[src/rtl/seq_nbit_div_if.sv]
// ---------------------------------------------------------------------------
// seq_nbit_div_if
// Start/done handshake bundle for the sequential restoring divider.
//
// Signals
//   start        master -> slave  request, sampled by the divider only in IDLE
//   dividend     master -> slave  unsigned dividend, sampled with start
//   divisor      master -> slave  unsigned divisor, sampled with start
//   busy         slave -> master  high whenever the divider is not idle
//   done         slave -> master  one-cycle completion pulse
//   quotient     slave -> master  registered unsigned quotient
//   remainder    slave -> master  registered unsigned remainder
//   div_by_zero  slave -> master  set together with done for a zero divisor
// ---------------------------------------------------------------------------
interface seq_nbit_div_if #(
    parameter int WIDTH = 8
);
    logic             start;
    logic [WIDTH-1:0] dividend;
    logic [WIDTH-1:0] divisor;
    logic             busy;
    logic             done;
    logic [WIDTH-1:0] quotient;
    logic [WIDTH-1:0] remainder;
    logic             div_by_zero;

    modport master (
        output start,
        output dividend,
        output divisor,
        input  busy,
        input  done,
        input  quotient,
        input  remainder,
        input  div_by_zero
    );

    modport slave (
        input  start,
        input  dividend,
        input  divisor,
        output busy,
        output done,
        output quotient,
        output remainder,
        output div_by_zero
    );
endinterface : seq_nbit_div_if

[src/rtl/seq_nbit_div.sv]
// ---------------------------------------------------------------------------
// seq_nbit_div
// Sequential radix-2 restoring divider: one quotient bit per clock for two
// unsigned WIDTH-bit operands. The trial subtraction is done by a WIDTH+1 bit
// carry-lookahead adder (cla_nbit) fed with the inverted divisor and cin=1.
//
// Ports
//   i_clk   single clock, rising edge
//   i_rst   asynchronous active-high reset
//   bus     seq_nbit_div_if.slave handshake (start/operands in,
//           busy/done/quotient/remainder/div_by_zero out)
//
// Also contains cla_nbit, an N-bit parallel-prefix (Kogge-Stone) adder.
// ---------------------------------------------------------------------------

// ---------------------------------------------------------------------------
// cla_nbit
// N-bit carry-lookahead adder: o_sum = i_a + i_b + i_cin, o_cout = carry out.
//
// Ports
//   i_a, i_b  N-bit addends
//   i_cin     carry in
//   o_sum     N-bit sum
//   o_cout    carry out of the MSB
// ---------------------------------------------------------------------------
module cla_nbit #(
    parameter int N = 9
) (
    input  logic [N-1:0] i_a,
    input  logic [N-1:0] i_b,
    input  logic         i_cin,
    output logic [N-1:0] o_sum,
    output logic         o_cout
);
    logic [N-1:0] w_p0;
    logic [N-1:0] w_g;
    logic [N-1:0] w_p;
    logic [N-1:0] w_gn;
    logic [N-1:0] w_pn;
    logic [N:0]   w_c;

    // Parallel-prefix generate/propagate tree, then per-bit carries and sum.
    always_comb begin
        w_p0 = i_a ^ i_b;
        w_g  = i_a & i_b;
        w_p  = w_p0;
        w_gn = w_g;
        w_pn = w_p;
        // After all levels, w_g[i]/w_p[i] cover the whole group [i:0].
        for (int lv = 0; (1 << lv) < N; lv++) begin
            w_gn = w_g;
            w_pn = w_p;
            for (int i = (1 << lv); i < N; i++) begin
                w_gn[i] = w_g[i] | (w_p[i] & w_g[i - (1 << lv)]);
                w_pn[i] = w_p[i] & w_p[i - (1 << lv)];
            end
            w_g = w_gn;
            w_p = w_pn;
        end
        w_c[0] = i_cin;
        for (int i = 0; i < N; i++) begin
            w_c[i+1] = w_g[i] | (w_p[i] & i_cin);
        end
        o_sum  = w_p0 ^ w_c[N-1:0];
        o_cout = w_c[N];
    end
endmodule : cla_nbit

module seq_nbit_div #(
    parameter int WIDTH = 8
) (
    input  logic           i_clk,
    input  logic           i_rst,
    seq_nbit_div_if.slave  bus
);
    localparam int               CNT_W    = (WIDTH > 2) ? $clog2(WIDTH) : 1;
    localparam logic [CNT_W-1:0] LAST_CNT = CNT_W'(WIDTH - 1);

    typedef enum logic [1:0] {
        ST_IDLE = 2'd0,
        ST_CALC = 2'd1,
        ST_DONE = 2'd2
    } state_t;

    state_t           r_state;
    state_t           w_state_nxt;

    // Working registers: partial remainder P, shifting dividend/quotient Q.
    logic [WIDTH-1:0] r_p;
    logic [WIDTH-1:0] r_q;
    logic [WIDTH-1:0] r_div;
    logic [CNT_W-1:0] r_cnt;

    // Registered outputs.
    logic             r_busy;
    logic             r_done;
    logic [WIDTH-1:0] r_quotient;
    logic [WIDTH-1:0] r_remainder;
    logic             r_div_by_zero;

    // FSM decisions.
    logic             w_accept;
    logic             w_zero;
    logic             w_last;

    // Iteration datapath.
    logic [WIDTH:0]   w_shift_p;
    logic [WIDTH:0]   w_t;
    logic             w_unused_cout;
    logic             w_neg;
    logic [WIDTH-1:0] w_p_next;
    logic [WIDTH-1:0] w_q_next;

    // {P,Q} << 1 exposes the next dividend bit at the bottom of P.
    assign w_shift_p = {r_p, r_q[WIDTH-1]};

    cla_nbit #(
        .N (WIDTH + 1)
    ) u_sub (
        .i_a    (w_shift_p),
        .i_b    (~{1'b0, r_div}),
        .i_cin  (1'b1),
        .o_sum  (w_t),
        .o_cout (w_unused_cout)
    );

    // Shifted P is always < 2*divisor, so the WIDTH+1 bit MSB is a clean sign.
    assign w_neg    = w_t[WIDTH];
    assign w_p_next = w_neg ? w_shift_p[WIDTH-1:0] : w_t[WIDTH-1:0];
    assign w_q_next = {r_q[WIDTH-2:0], ~w_neg};

    // FSM state register.
    always_ff @(posedge i_clk or posedge i_rst) begin
        if (i_rst) begin
            r_state <= ST_IDLE;
        end else begin
            r_state <= w_state_nxt;
        end
    end

    // FSM next-state and control decode.
    always_comb begin
        w_state_nxt = r_state;
        w_accept    = 1'b0;
        w_zero      = 1'b0;
        w_last      = 1'b0;
        case (r_state)
            ST_IDLE: begin
                if (bus.start) begin
                    if (bus.divisor == {WIDTH{1'b0}}) begin
                        w_zero      = 1'b1;
                        w_state_nxt = ST_DONE;
                    end else begin
                        w_accept    = 1'b1;
                        w_state_nxt = ST_CALC;
                    end
                end else begin
                    w_state_nxt = ST_IDLE;
                end
            end
            ST_CALC: begin
                if (r_cnt == LAST_CNT) begin
                    w_last      = 1'b1;
                    w_state_nxt = ST_DONE;
                end else begin
                    w_state_nxt = ST_CALC;
                end
            end
            ST_DONE: begin
                w_state_nxt = ST_IDLE;
            end
            default: begin
                w_state_nxt = ST_IDLE;
            end
        endcase
    end

    // Iteration registers: load on accept, shift/subtract once per CALC edge.
    always_ff @(posedge i_clk or posedge i_rst) begin
        if (i_rst) begin
            r_p   <= {WIDTH{1'b0}};
            r_q   <= {WIDTH{1'b0}};
            r_div <= {WIDTH{1'b0}};
            r_cnt <= {CNT_W{1'b0}};
        end else if (w_accept) begin
            r_p   <= {WIDTH{1'b0}};
            r_q   <= bus.dividend;
            r_div <= bus.divisor;
            r_cnt <= {CNT_W{1'b0}};
        end else if (r_state == ST_CALC) begin
            r_p   <= w_p_next;
            r_q   <= w_q_next;
            r_cnt <= w_last ? {CNT_W{1'b0}} : r_cnt + CNT_W'(1);
        end else begin
            r_p   <= r_p;
            r_q   <= r_q;
            r_div <= r_div;
            r_cnt <= r_cnt;
        end
    end

    // Status and result registers; results hold until the next completion.
    always_ff @(posedge i_clk or posedge i_rst) begin
        if (i_rst) begin
            r_busy        <= 1'b0;
            r_done        <= 1'b0;
            r_quotient    <= {WIDTH{1'b0}};
            r_remainder   <= {WIDTH{1'b0}};
            r_div_by_zero <= 1'b0;
        end else begin
            // Tracking the next state keeps busy/done aligned with the FSM.
            r_busy <= (w_state_nxt != ST_IDLE);
            r_done <= (w_state_nxt == ST_DONE);
            if (w_zero) begin
                r_quotient    <= {WIDTH{1'b1}};
                r_remainder   <= bus.dividend;
                r_div_by_zero <= 1'b1;
            end else if (w_last) begin
                r_quotient    <= w_q_next;
                r_remainder   <= w_p_next;
                r_div_by_zero <= 1'b0;
            end else begin
                r_quotient    <= r_quotient;
                r_remainder   <= r_remainder;
                r_div_by_zero <= r_div_by_zero;
            end
        end
    end

    assign bus.busy        = r_busy;
    assign bus.done        = r_done;
    assign bus.quotient    = r_quotient;
    assign bus.remainder   = r_remainder;
    assign bus.div_by_zero = r_div_by_zero;
endmodule : seq_nbit_div
[src/flat_wrapper.sv]
// flat-port wrapper written by rule: the top's interface ports become plain ports
module seq_nbit_div_flat 
#(
    parameter int WIDTH = 8
)
  (i_clk, i_rst, bus_start, bus_dividend, bus_divisor, bus_busy, bus_done, bus_quotient, bus_remainder, bus_div_by_zero);
  seq_nbit_div_if #(.WIDTH(WIDTH)) bus_i ();
  input  logic i_clk;
  input  logic i_rst;
  input wire logic [$bits(bus_i.start)-1:0] bus_start;
  input wire logic [$bits(bus_i.dividend)-1:0] bus_dividend;
  input wire logic [$bits(bus_i.divisor)-1:0] bus_divisor;
  output wire logic [$bits(bus_i.busy)-1:0] bus_busy;
  output wire logic [$bits(bus_i.done)-1:0] bus_done;
  output wire logic [$bits(bus_i.quotient)-1:0] bus_quotient;
  output wire logic [$bits(bus_i.remainder)-1:0] bus_remainder;
  output wire logic [$bits(bus_i.div_by_zero)-1:0] bus_div_by_zero;
  assign bus_i.start = bus_start;
  assign bus_i.dividend = bus_dividend;
  assign bus_i.divisor = bus_divisor;
  assign bus_busy = bus_i.busy;
  assign bus_done = bus_i.done;
  assign bus_quotient = bus_i.quotient;
  assign bus_remainder = bus_i.remainder;
  assign bus_div_by_zero = bus_i.div_by_zero;
  seq_nbit_div #(.WIDTH(WIDTH)) u_core (.i_clk(i_clk), .i_rst(i_rst), .bus(bus_i));
endmodule
[config.mk]
export PLATFORM = sky130hd
export DESIGN_NAME = seq_nbit_div_flat
export DESIGN_NICKNAME = d
export VERILOG_FILES = /design/src/rtl/seq_nbit_div_if.sv /design/src/rtl/seq_nbit_div.sv /design/src/flat_wrapper.sv
export SDC_FILE = /design/constraint.sdc
export NUM_CORES = 1
export LEC_CHECK = 0
export ABC_AREA = 1
export CORE_MARGIN = 2
export CORE_UTILIZATION = 55
export DETAILED_ROUTE_END_ITERATION = 8
export GPL_TIMING_DRIVEN = 0
export PLACE_DENSITY = 0.82
export REMOVE_ABC_BUFFERS = 1
export SKIP_CTS_REPAIR_TIMING = 1
export SLEW_MARGIN = 25
export SYNTH_ARGS = -nofsm -noshare
export SYNTH_HDL_FRONTEND = slang
export SYNTH_HIERARCHICAL = 1
export SYNTH_SLANG_ARGS = --single-unit
[constraint.sdc]
create_clock -name i_clk -period 2.9 [get_ports i_clk]
set_input_delay 0.58 -clock i_clk [delete_from_list [all_inputs] [get_ports i_clk]]
set_output_delay 0.58 -clock i_clk [all_outputs]
set_load 0.01 [all_outputs]
# == Word-level counts from Yosys, hierarchy flattened ==
# Index checks and enable logic that the tools add are counted.
# totals
ff_bits,48
input_bits,19
out_inout_bits,19
# classes
add_sub_neg,1
eq_ne,3
mux,26
n_bitwise,64
n_reduce_logical,5
# op_table
cell,count
8-bit 2-to-1 mux,9
1-bit AND,34
1-bit bitwise OR,25
9-bit bitwise XOR,2
1-bit 2-to-1 mux,10
3-bit 2-to-1 mux,3
8-bit inverter with 9-bit output,1
8-bit AND,1
8-bit zero test,1
2-bit 2-to-1 mux,3
2-bit nonzero test,3
2-bit case mux with 2 select lines,1
3-bit by 1-bit adder with 3-bit output (second input constant),1
3-bit == test (second input constant),1
2-bit by 1-bit == test with 1-bit output (second input constant),1
2-bit == test (second input constant),1
2-bit zero test,1
1-bit inverter,1

# == Depth between registers and ports, before layout ==
# Gate-level depths: netlist (run 1).
# depth
depth_word,13
mapped_depth,18
mapped_depth_nobuf,17

# == By module ==
# The synthesis (run 1) kept the hierarchy.
# by_module_without_submodules
module,instances,cells_each,area_per_inst_um2,seq_area_each_um2
seq_nbit_div,1,309,2426.1,1201.2
cla_nbit,1,102,545.5,0.0

# == Worst setup path after synthesis (run 1) ==
# Ideal clock, no wire load.
# synth_path
kind,reg2reg
from,register u_core.r_p[5]
to,"register u_core.r_remainder[7], in the netlist u_core/bus.remainder[7]"
setup_time_ns,0.117
arrival_time_ns,1.906
t_required_ns,2.783
setup_slack_ns,0.877
path_stages_with_launch,15
n_path_buf,1
path_cell_list,dfrtp_1 ha_1 nand2_1 inv_1 a21oi_1 nand4_1 nand2_1 buf_2 clkinv_1 nand2_1 nand2_1 nand2_1 nand2_2 nand2_1 nand2_1
# synth_between
elab_chain_cells,10
# synth_lines
item,line,source
start: declaration,seq_nbit_div.sv:89,logic [WIDTH-1:0] r_p;
start signal: assignment,seq_nbit_div.sv:181,r_p <= {WIDTH{1'b0}};
start signal: assignment,seq_nbit_div.sv:186,r_p <= {WIDTH{1'b0}};
start signal: assignment,seq_nbit_div.sv:191,r_p <= w_p_next;
8-bit AND or 9-bit bitwise XOR (tied branches),"seq_nbit_div.sv:45, seq_nbit_div.sv:44",
"1-bit AND, on equally long branches","seq_nbit_div.sv:54, seq_nbit_div.sv:55",
1-bit bitwise OR (tied with other cells),seq_nbit_div.sv:54,w_gn[i] = w_g[i] | (w_p[i] & w_g[i - (1 << lv)]);
1-bit bitwise OR or 1-bit AND (tied branches),seq_nbit_div.sv:54,
1-bit bitwise OR,seq_nbit_div.sv:54,
1-bit bitwise OR (*),seq_nbit_div.sv:62,w_c[i+1] = w_g[i] | (w_p[i] & i_cin);
9-bit bitwise XOR (*),seq_nbit_div.sv:64,o_sum = w_p0 ^ w_c[N-1:0];
via u_core.w_t[8],seq_nbit_div.sv:108,logic [WIDTH:0] w_t;
8-bit 2-to-1 mux (*),seq_nbit_div.sv:129,assign w_p_next = w_neg ? w_shift_p[WIDTH-1:0] : w_t[WIDTH-1:0];
8-bit 2-to-1 mux (*),seq_nbit_div.sv:218,end else if (w_last) begin
8-bit 2-to-1 mux (*),seq_nbit_div.sv:214,if (w_zero) begin
end signal: assignment,seq_nbit_div.sv:216,r_remainder <= bus.dividend;
end signal: assignment,seq_nbit_div.sv:220,r_remainder <= w_p_next;
end signal: assignment,seq_nbit_div.sv:224,r_remainder <= r_remainder;
end: declaration,seq_nbit_div.sv:98,logic [WIDTH-1:0] r_remainder;
# The timed path passes the listed nets; every way through them passes the cells marked *. The select of a mux whose other input is x is not followed.
# A chain may end at the register's enable or synchronous reset.

# == Worst setup path in the final report (run 1) ==
# layout_path
from,register u_core.r_div[5]
to,"register u_core.r_remainder[1], in the netlist u_core/bus.remainder[1]"
# layout_between
elab_chain_cells,12
# layout_lines
item,line,source
start: declaration,seq_nbit_div.sv:91,logic [WIDTH-1:0] r_div;
start signal: assignment,seq_nbit_div.sv:183,r_div <= {WIDTH{1'b0}};
start signal: assignment,seq_nbit_div.sv:188,r_div <= bus.divisor;
start signal: assignment,seq_nbit_div.sv:197,r_div <= r_div;
8-bit inverter with 9-bit output (*),seq_nbit_div.sv:121,".i_b (~{1'b0, r_div}),"
9-bit bitwise XOR,seq_nbit_div.sv:44,w_p0 = i_a ^ i_b;
1-bit AND,seq_nbit_div.sv:54,
1-bit bitwise OR,seq_nbit_div.sv:54,
1-bit AND,seq_nbit_div.sv:54,
1-bit bitwise OR (2 in a row),seq_nbit_div.sv:54,
1-bit bitwise OR (*),seq_nbit_div.sv:62,
9-bit bitwise XOR (*),seq_nbit_div.sv:64,
via u_core.w_t[8],seq_nbit_div.sv:108,
8-bit 2-to-1 mux (*),seq_nbit_div.sv:129,
8-bit 2-to-1 mux (*),seq_nbit_div.sv:218,
8-bit 2-to-1 mux (*),seq_nbit_div.sv:214,
# Marks and branches as above.

==> flow_summary.json, run 1 <==
{
  "die_w_um": 77.2,
  "crit_family": "simple AND/OR/NAND/NOR gates",
  "clkTransAtPathRegs_ns": 0.10,
  "clock.fmax_mhz": 388,
  "track_usage": 0.247,
  "critPathCaptureType": "register",
  "slew_headroom": 0.456,
  "dp_cells": 507,
  "die_area_um2": 5960,
  "crit_top_cell": "nand2_1",
  "dp_hpwl_mm": 4.68,
  "setup_violations": 0,
  "instances_no_fill": 515,
  "cp.required_ns": 3.11,
  "fin_worst_hold_slack_ns": 0.493,
  "syn2layout_area_growth_pct": 18.8,
  "grt_pass1_wl_mm": 11.9,
  "critical_path_class": "register to register",
  "antenna_cells": 0,
  "yosysWarnings": 6,
  "clockBufferDepth": 2,
  "worstMarginPinSlew_ns": 0.812,
  "wirelength_mm": 6.62,
  "place_ws_ns": 0.360,
  "rows": 26,
  "outcome": "complete, no violations",
  "tns_ns": 0,
  "ant_nets": 0,
  "slowest_delay_ns": 0.39,
  "total_power_mw": 4.24,
  "grt_pass1_vias": 2634,
  "drc": 0,
  "syn_inst": 406,
  "fillers": 447,
  "crit_buf_inv": 2,
  "powerDensity_nw_per_um2": 1210,
  "peakVddDrop_mv": 0.644,
  "skew_ns": 0.0144,
  "cts-buffers-inserted": 5,
  "h-tree-depth": 2,
  "crit_arrival_ns": 2.78,
  "crit_chain": "inv_1 -> ha_1 -> nand2_2 -> nor2_2 -> nand3_2 -> nand3_2 -> nand2_1 -> nand2_1 -> clkinv_1 -> nand2_1 -> nand2_1 -> nand2_1 -> nand2_1 -> nand2_1 -> nand2_1",
  "clk_latency_ns": 0.32,
  "grt-ovfl-total": 0,
  "die_height_um": 77.2,
  "period_needed_ns": 2.57,
  "gp_congestion": 0.854,
  "io-pin-count": 38,
  "period_share": 0.888,
  "num_vias": 2629,
  "cts.sinks": 48,
  "crit_slowest_cell": "ha_1",
  "cap_violations": 0,
  "syn-cell-area_um2": 2950,
  "drive_gt1_frac": 0.0876,
  "wl_per_cell_um": 12.8,
  "grt_max_degree": 35,
  "slew_viol_final": 0,
  "met2_usage": 0.417,
  "grt_antenna_before_repair": 0,
  "synth.avg_cell_area_um2": 7.26,
  "root_buffer": "clkbuf_8",
  "cts_tree": "yes",
  "via_per_inst": 5.10,
  "finalHoldViolCount": 0,
  "io_buffers": 37,
  "rsz0062_at_grt": "false",
  "first_pass_iters": 4,
  "cp_max_fo": 10,
  "grt_util_met3": 0.0529,
  "nNetsFinal": 475,
  "grt_use_met1": 0.313,
  "initial_utilization": 0.574,
  "grt_busiest_layer": "met2",
  "leakagePower_nw": 1.95,
  "coreArea_um2": 5140,
  "finalWorstSetupSlack_ns": 0.326,
  "crit_path_start_kind": "register",
  "worstHoldPathType": "register to register",
  "dr.first_iter.drc_count": 204
}
final timing paths:
kind	cells past startpoint	from	end	slack, ns
hold reg to reg	2	u_core/bus.div_by_zero$_DFFE_PP0P_	u_core/bus.div_by_zero$_DFFE_PP0P_	0.49
setup / recovery	15	u_core/r_div[5]$_DFFE_PP0N_	u_core/bus.remainder[1]$_DFFE_PP0P_	0.33
hold / removal	2	u_core/bus.div_by_zero$_DFFE_PP0P_	u_core/bus.div_by_zero$_DFFE_PP0P_	0.49
setup reg to reg	15	u_core/r_div[5]$_DFFE_PP0N_	u_core/bus.remainder[1]$_DFFE_PP0P_	0.33
min in group asynchronous	2	i_rst	u_core/bus.remainder[6]$_DFFE_PP0P_	0.60
max in group asynchronous	3	i_rst	u_core/r_p[0]$_DFFE_PP0P_	1.77
state kept, by name, indices dropped and copies added, names as in the netlist:
| register | count |
|---|---|
| u_core/bus.quotient | 8 |
| u_core/r_div | 8 |
| u_core/r_p | 8 |
| u_core/r_cnt | 3 |
| u_core/r_q | 8 |
| u_core/bus.busy | 1 |
| u_core/bus.done | 1 |
| u_core/r_state | 2 |
| u_core/bus.remainder | 8 |
| u_core/bus.div_by_zero | 1 |
worst min-delay path, cell delays in order, from the launching register on:
cell and delay [ns]:
dfrtp_1 0.36, nand2_1 0.05, nand2_1 0.05
cell type report:
class | instances | area [um2] | share of cell area
Multi-Input combinational cell | 301 | 1500 | 0.428
Sequential cell | 48 | 1200 | 0.343
Timing Repair Buffer | 38 | 390 | 0.111
Inverter | 50 | 188 | 0.0536
Tap cell | 70 | 87.6 | 0.0250
Clock buffer | 5 | 68.8 | 0.0196
Clock inverter | 3 | 68.8 | 0.0196
where the power goes:
part / total, mW / internal, mW / switching (mW)
registers: 1.19 / 0.986 / 0.204
logic: 2.45 / 0.954 / 1.50
clock network: 0.592 / 0.347 / 0.245
total: 4.24 / 2.29 / 1.95
layer usage:
metal  up-vias  wire length, um
met2        80             3220
met3         8              417
met1      1215             2910
li1       1326                -
met4         0               75
met5         -                0
through the flow:
stage / util / instance area [um2]
2_1_floorplan: - / 2890
3_3_place_gp: 0.651 / 3350
3_5_place_dp: 0.655 / 3370
4_1_cts: 0.682 / 3500
5_1_grt: 0.682 / 3500
6_report: 0.682 / 3500
placed cells by master, fill, tap and decap left out, types with 2 or more instances in the layout:
cell type        count
inv_2                5
nor2_8               3
conb_1               6
nand3_1             46
bufinv_16            2
o21ai_0             15
a21oi_1              6
nand2_4              2
clkbuf_8             5
nand2_1            173
clkdlybuf4s50_1     37
nand2_2              6
nor2_1               8
nand4_1              2
dfrtp_1             48
ha_1                11
or2_2                7
xor2_1               2
nand3_2              3
nor2_2               2
inv_1               44
o21ai_1              2
Note: power is estimated with default switching activity, not from simulation.
==> inputs of run 2 (changes only) <==
--- a/config.mk
+++ b/config.mk
@@ -10,10 +10,11 @@
 export CORE_UTILIZATION = 55
 export DETAILED_ROUTE_END_ITERATION = 8
 export GPL_TIMING_DRIVEN = 0
+export HOLD_SLACK_MARGIN = 0.08
 export PLACE_DENSITY = 0.82
+export RECOVER_POWER = 25
 export REMOVE_ABC_BUFFERS = 1
 export SKIP_CTS_REPAIR_TIMING = 1
-export SLEW_MARGIN = 25
 export SYNTH_ARGS = -nofsm -noshare
 export SYNTH_HDL_FRONTEND = slang
 export SYNTH_HIERARCHICAL = 1
==> flow_summary.json, run 2 (synthesis results as in run 1) <==
{
  "cts_tree": "yes",
  "wirelength_mm": 6.65,
  "crit_top_cell": "nand2_1",
  "instances_no_fill": 515,
  "cp_max_fo": 10,
  "grt_pass1_wl_mm": 11.9,
  "clk_latency_ns": 0.32,
  "ant_nets": 0,
  "critPathCaptureType": "register",
  "peakVddDrop_mv": 0.642,
  "crit_buf_inv": 1,
  "initial_utilization": 0.574,
  "track_usage": 0.247,
  "layout_common_cells": "nand2_1 (174), dfrtp_1 (48), nand3_1 (46), inv_1 (45), clkdlybuf4s50_1 (36)",
  "setup_violations": 0,
  "cp.required_ns": 3.11,
  "grt_antenna_before_repair": 0,
  "syn2layout_area_growth_pct": 18.5,
  "antenna_cells": 0,
  "powerDensity_nw_per_um2": 1210,
  "worstMarginPinSlew_ns": 0.962,
  "slowest_delay_ns": 0.42,
  "layout_commonest_cell": "nand2_1",
  "gp_congestion": 0.854,
  "critical_path_class": "register to register",
  "die_w_um": 77.2,
  "crit_path_start_kind": "register",
  "total_power_mw": 4.23,
  "tns_ns": 0,
  "io_buffers": 37,
  "h-tree-depth": 2,
  "skew_ns": 0.0123,
  "slew_headroom": 0.357,
  "dp_cells": 507,
  "worst-r2r-setup-slack_ns": 0.29,
  "grt_pass1_vias": 2634,
  "drc": 0,
  "grt_max_degree": 35,
  "num_vias": 2653,
  "rsz0062_at_grt": "false",
  "dp_hpwl_mm": 4.68,
  "via_per_inst": 5.15,
  "rows": 26,
  "io-pin-count": 38,
  "root_buffer": "clkbuf_8",
  "die_area_um2": 5960,
  "crit_chain": "ha_1 -> nand2_2 -> nor2_2 -> nand3_2 -> nand3_2 -> nand2_1 -> nand2_1 -> clkinv_1 -> nand2_1 -> nand2_1 -> nand2_1 -> nand2_1 -> nand2_1 -> nand2_1",
  "fillers": 449,
  "worstHoldPathType": "register to register",
  "cts.sinks": 48,
  "period_needed_ns": 2.61,
  "crit_arrival_ns": 2.82,
  "outcome": "complete, no violations",
  "die_height_um": 77.2,
  "dr.first_iter.drc_count": 189,
  "clock.fmax_mhz": 383,
  "drive_gt1_frac": 0.0831,
  "period_share": 0.899,
  "crit_family": "simple AND/OR/NAND/NOR gates",
  "cap_violations": 0,
  "clkTransAtPathRegs_ns": 0.10,
  "path_depth": 14,
  "slew_viol_final": 0,
  "r2r_cells": 14,
  "finalHoldViolCount": 0,
  "first_pass_iters": 5,
  "wl_per_cell_um": 12.9,
  "grt-ovfl-total": 0,
  "nNetsFinal": 475,
  "leakagePower_nw": 1.95,
  "crit_slowest_cell": "dfrtp_1",
  "coreArea_um2": 5140,
  "hold_depth": 2,
  "clockBufferDepth": 2,
  "cts-buffers-inserted": 5
}
## run 2: cell count changes in the layout (fill, tap and decap cells not counted)
cell,previous run,this run
clkdlybuf4s50_1,37,36
inv_2,5,4
nand2_4,2,1
inv_1,44,45
nand2_1,173,174
dlygate4sd3_1,0,1
## run 2: worst min-delay path: stages, from the launching register on
cell	delay, ns
dfrtp_1	0.36
nand2_1	0.05
nand2_1	0.05
## run 2: where the power goes
group          switching (mW)  total (mW)  leakage, nW  internal [mW]
Clock                   0.243       0.590       0.0687          0.347
Sequential              0.199        1.18        0.580          0.986
Combinational            1.50        2.45         1.30          0.951
## run 2: per-stage QoR
step	util	setup slack, ns	area, um2	hold slack (ns)
finish	0.680	0.292	3500	0.492
global route	0.680	0.0950	3500	0.532
CTS	0.682	0.302	3500	0.500
floorplan	-	0.845	2890	0.453
detailed placement	0.655	0.360	3370	0.474
global placement	0.651	0.234	3350	0.465
## run 2: worst paths after layout
path | startpoint | endpoint
max | u_core/r_p[4]$_DFFE_PP0P_ | u_core/bus.remainder[1]$_DFFE_PP0P_
min | u_core/bus.div_by_zero$_DFFE_PP0P_ | u_core/bus.div_by_zero$_DFFE_PP0P_
max reg2reg | u_core/r_p[4]$_DFFE_PP0P_ | u_core/bus.remainder[1]$_DFFE_PP0P_
min reg2reg | u_core/bus.div_by_zero$_DFFE_PP0P_ | u_core/bus.div_by_zero$_DFFE_PP0P_
max in group asynchronous | i_rst | u_core/r_p[0]$_DFFE_PP0P_
min in group asynchronous | i_rst | u_core/bus.remainder[6]$_DFFE_PP0P_
## run 2: area by class of cell
cell class              instances  area, um2  share of cell area
clock buffers                   5       68.8              0.0197
well taps                      70       87.6              0.0251
repair buffers                 38        390               0.112
flip-flops and latches         48       1200               0.344
multi-input cells             301       1490               0.427
clock inverters                 3       68.8              0.0197
inverters                      50        188              0.0537
## run 2: layer usage
| layer | up-vias | share of wire | GRT usage |
|---|---|---|---|
| met4 | 0 | 0.012 | 0.0911 |
| met5 | - | 0 | 0 |
| met1 | 1241 | 0.44 | 0.313 |
| li1 | 1325 | - | - |
| met3 | 10 | 0.056 | 0.0529 |
| met2 | 77 | 0.49 | 0.417 |
==> inputs of run 3 (changes only) <==
--- a/config.mk
+++ b/config.mk
@@ -7,11 +7,11 @@
 export LEC_CHECK = 0
 export ABC_AREA = 1
 export CORE_MARGIN = 2
-export CORE_UTILIZATION = 55
+export CORE_UTILIZATION = 53
 export DETAILED_ROUTE_END_ITERATION = 8
 export GPL_TIMING_DRIVEN = 0
 export HOLD_SLACK_MARGIN = 0.08
-export PLACE_DENSITY = 0.82
+export PLACE_DENSITY = 0.8
 export RECOVER_POWER = 25
 export REMOVE_ABC_BUFFERS = 1
 export SKIP_CTS_REPAIR_TIMING = 1
==> flow_summary.json, run 3 (synthesis results as in run 1) <==
{
  "outcome": "complete, no violations",
  "ff_latch_area_um2": 1200,
  "rows": 27,
  "peakVddDrop_mv": 0.620,
  "period_needed_ns": 2.58,
  "die_w_um": 78.6,
  "crit_path_start_kind": "register",
  "multi_input_area_um2": 1490,
  "drc": 0,
  "grt_antenna_before_repair": 0,
  "io_buffers": 37,
  "cts-buffers-inserted": 5,
  "clk_latency_ns": 0.31,
  "io-pin-count": 38,
  "place_ws_ns": 0.403,
  "cp_max_fo": 10,
  "syn2layout_area_growth_pct": 18.4,
  "coreArea_um2": 5440,
  "worstMarginPinSlew_ns": 1.13,
  "layout_commonest_cell": "nand2_1",
  "dr.first_iter.drc_count": 160,
  "setup_violations": 0,
  "antenna_cells": 0,
  "tns_ns": 0,
  "wl_per_cell_um": 12.6,
  "cts_tree": "yes",
  "grt_pass1_wl_mm": 11.3,
  "layout_common_cells": "nand2_1 (174), dfrtp_1 (48), nand3_1 (46), inv_1 (45), clkdlybuf4s50_1 (36)",
  "fillers": 471,
  "track_usage": 0.229,
  "period_share": 0.888,
  "clock.fmax_mhz": 388,
  "cap_violations": 0,
  "cp.required_ns": 3.10,
  "ant_nets": 0,
  "critical_path_class": "register to register",
  "gp_congestion": 0.826,
  "crit_arrival_ns": 2.78,
  "slowest_delay_ns": 0.41,
  "wirelength_mm": 6.49,
  "via_per_inst": 5.09,
  "skew_ns": 0.0103,
  "drive_gt1_frac": 0.0809,
  "rsz0062_at_grt": "false",
  "nNetsFinal": 475,
  "powerDensity_nw_per_um2": 1210,
  "grt_pass1_vias": 2546,
  "slew_headroom": 0.244,
  "crit_chain": "ha_1 -> nand2_1 -> inv_1 -> a21oi_1 -> nand4_1 -> nand2_1 -> clkinv_1 -> nand2_1 -> nand2_1 -> nand2_1 -> nand2_1 -> nand2_1 -> nand2_1",
  "crit_slowest_cell": "dfrtp_1",
  "finalHoldViolCount": 0,
  "root_buffer": "clkbuf_8",
  "num_vias": 2634,
  "worst-r2r-setup-slack_ns": 0.32,
  "die_height_um": 78.6,
  "cts.sinks": 48,
  "leakagePower_nw": 1.95,
  "initial_utilization": 0.542,
  "fin_util": 0.642,
  "grt-ovfl-total": 0,
  "dp_hpwl_mm": 4.52,
  "finalWorstSetupSlack_ns": 0.324,
  "critPathCaptureType": "register",
  "worstHoldPathType": "register to register",
  "grt_max_degree": 35,
  "h-tree-depth": 2,
  "crit_top_cell": "nand2_1",
  "first_pass_iters": 5,
  "slew_viol_final": 0,
  "clkTransAtPathRegs_ns": 0.10,
  "place_area_um2": 3370,
  "finalInstanceArea_um2": 3490,
  "clockBufferDepth": 2,
  "die_area_um2": 6180
}
-- run 3: cell types whose count changed in the layout (fill, tap and decap cells not counted) --
cell and delta:
buf_12 -1, dlymetal6s2s_1 +1
-- run 3: worst max-delay path, delay by kind of cell, from the launching register on --
kind	cells	cell delay, ns
AOI/OAI and AO/OA	1	0.21
adders and majority gates	1	0.37
buffers and inverters	2	0.43
DFF	1	0.41
and+or+nand+nor	9	1.06
-- run 3: path summary, 6_finish.rpt --
path / start / endpoint / cells after the start
setup / recovery: u_core/r_p[5]$_DFFE_PP0P_ / u_core/bus.remainder[3]$_DFFE_PP0P_ / 13
hold / removal: u_core/bus.div_by_zero$_DFFE_PP0P_ / u_core/bus.div_by_zero$_DFFE_PP0P_ / 2
setup reg to reg: u_core/r_p[5]$_DFFE_PP0P_ / u_core/bus.remainder[3]$_DFFE_PP0P_ / 13
hold reg to reg: u_core/bus.div_by_zero$_DFFE_PP0P_ / u_core/bus.div_by_zero$_DFFE_PP0P_ / 2
max in group asynchronous: i_rst / u_core/r_div[7]$_DFFE_PP0N_ / 3
min in group asynchronous: i_rst / u_core/bus.remainder[7]$_DFFE_PP0P_ / 2
-- run 3: power by group --
group	switching (mW)	total (mW)	internal [mW]
Clock	0.232	0.579	0.347
Sequential	0.200	1.19	0.986
Combinational	1.50	2.45	0.952
Total	1.93	4.22	2.29
-- run 3: layer usage --
metal	global-route usage	wire, um
met1	0.306	2960
met2	0.390	3210
met3	0.0253	255
met4	0.0737	67
met5	0	0
-- run 3: layout make-up --
cell class / instances / share of cell area
Clock inverter: 3 / 0.0197
Tap cell: 72 / 0.0258
Inverter: 50 / 0.0538
Multi-Input combinational cell: 301 / 0.427
Timing Repair Buffer: 38 / 0.110
Clock buffer: 5 / 0.0197
Sequential cell: 48 / 0.344
-- run 3: per-stage QoR --
step / std cells / total power [mW] / hold WS (ns)
final: 517 / 4.22 / 0.508
after global routing: 517 / 4.67 / 0.548
after CTS: 517 / 4.23 / 0.515
after detailed placement: 509 / 3.62 / 0.484
after global placement: 508 / 3.54 / 0.466
after floorplan: 399 / 2.92 / 0.453
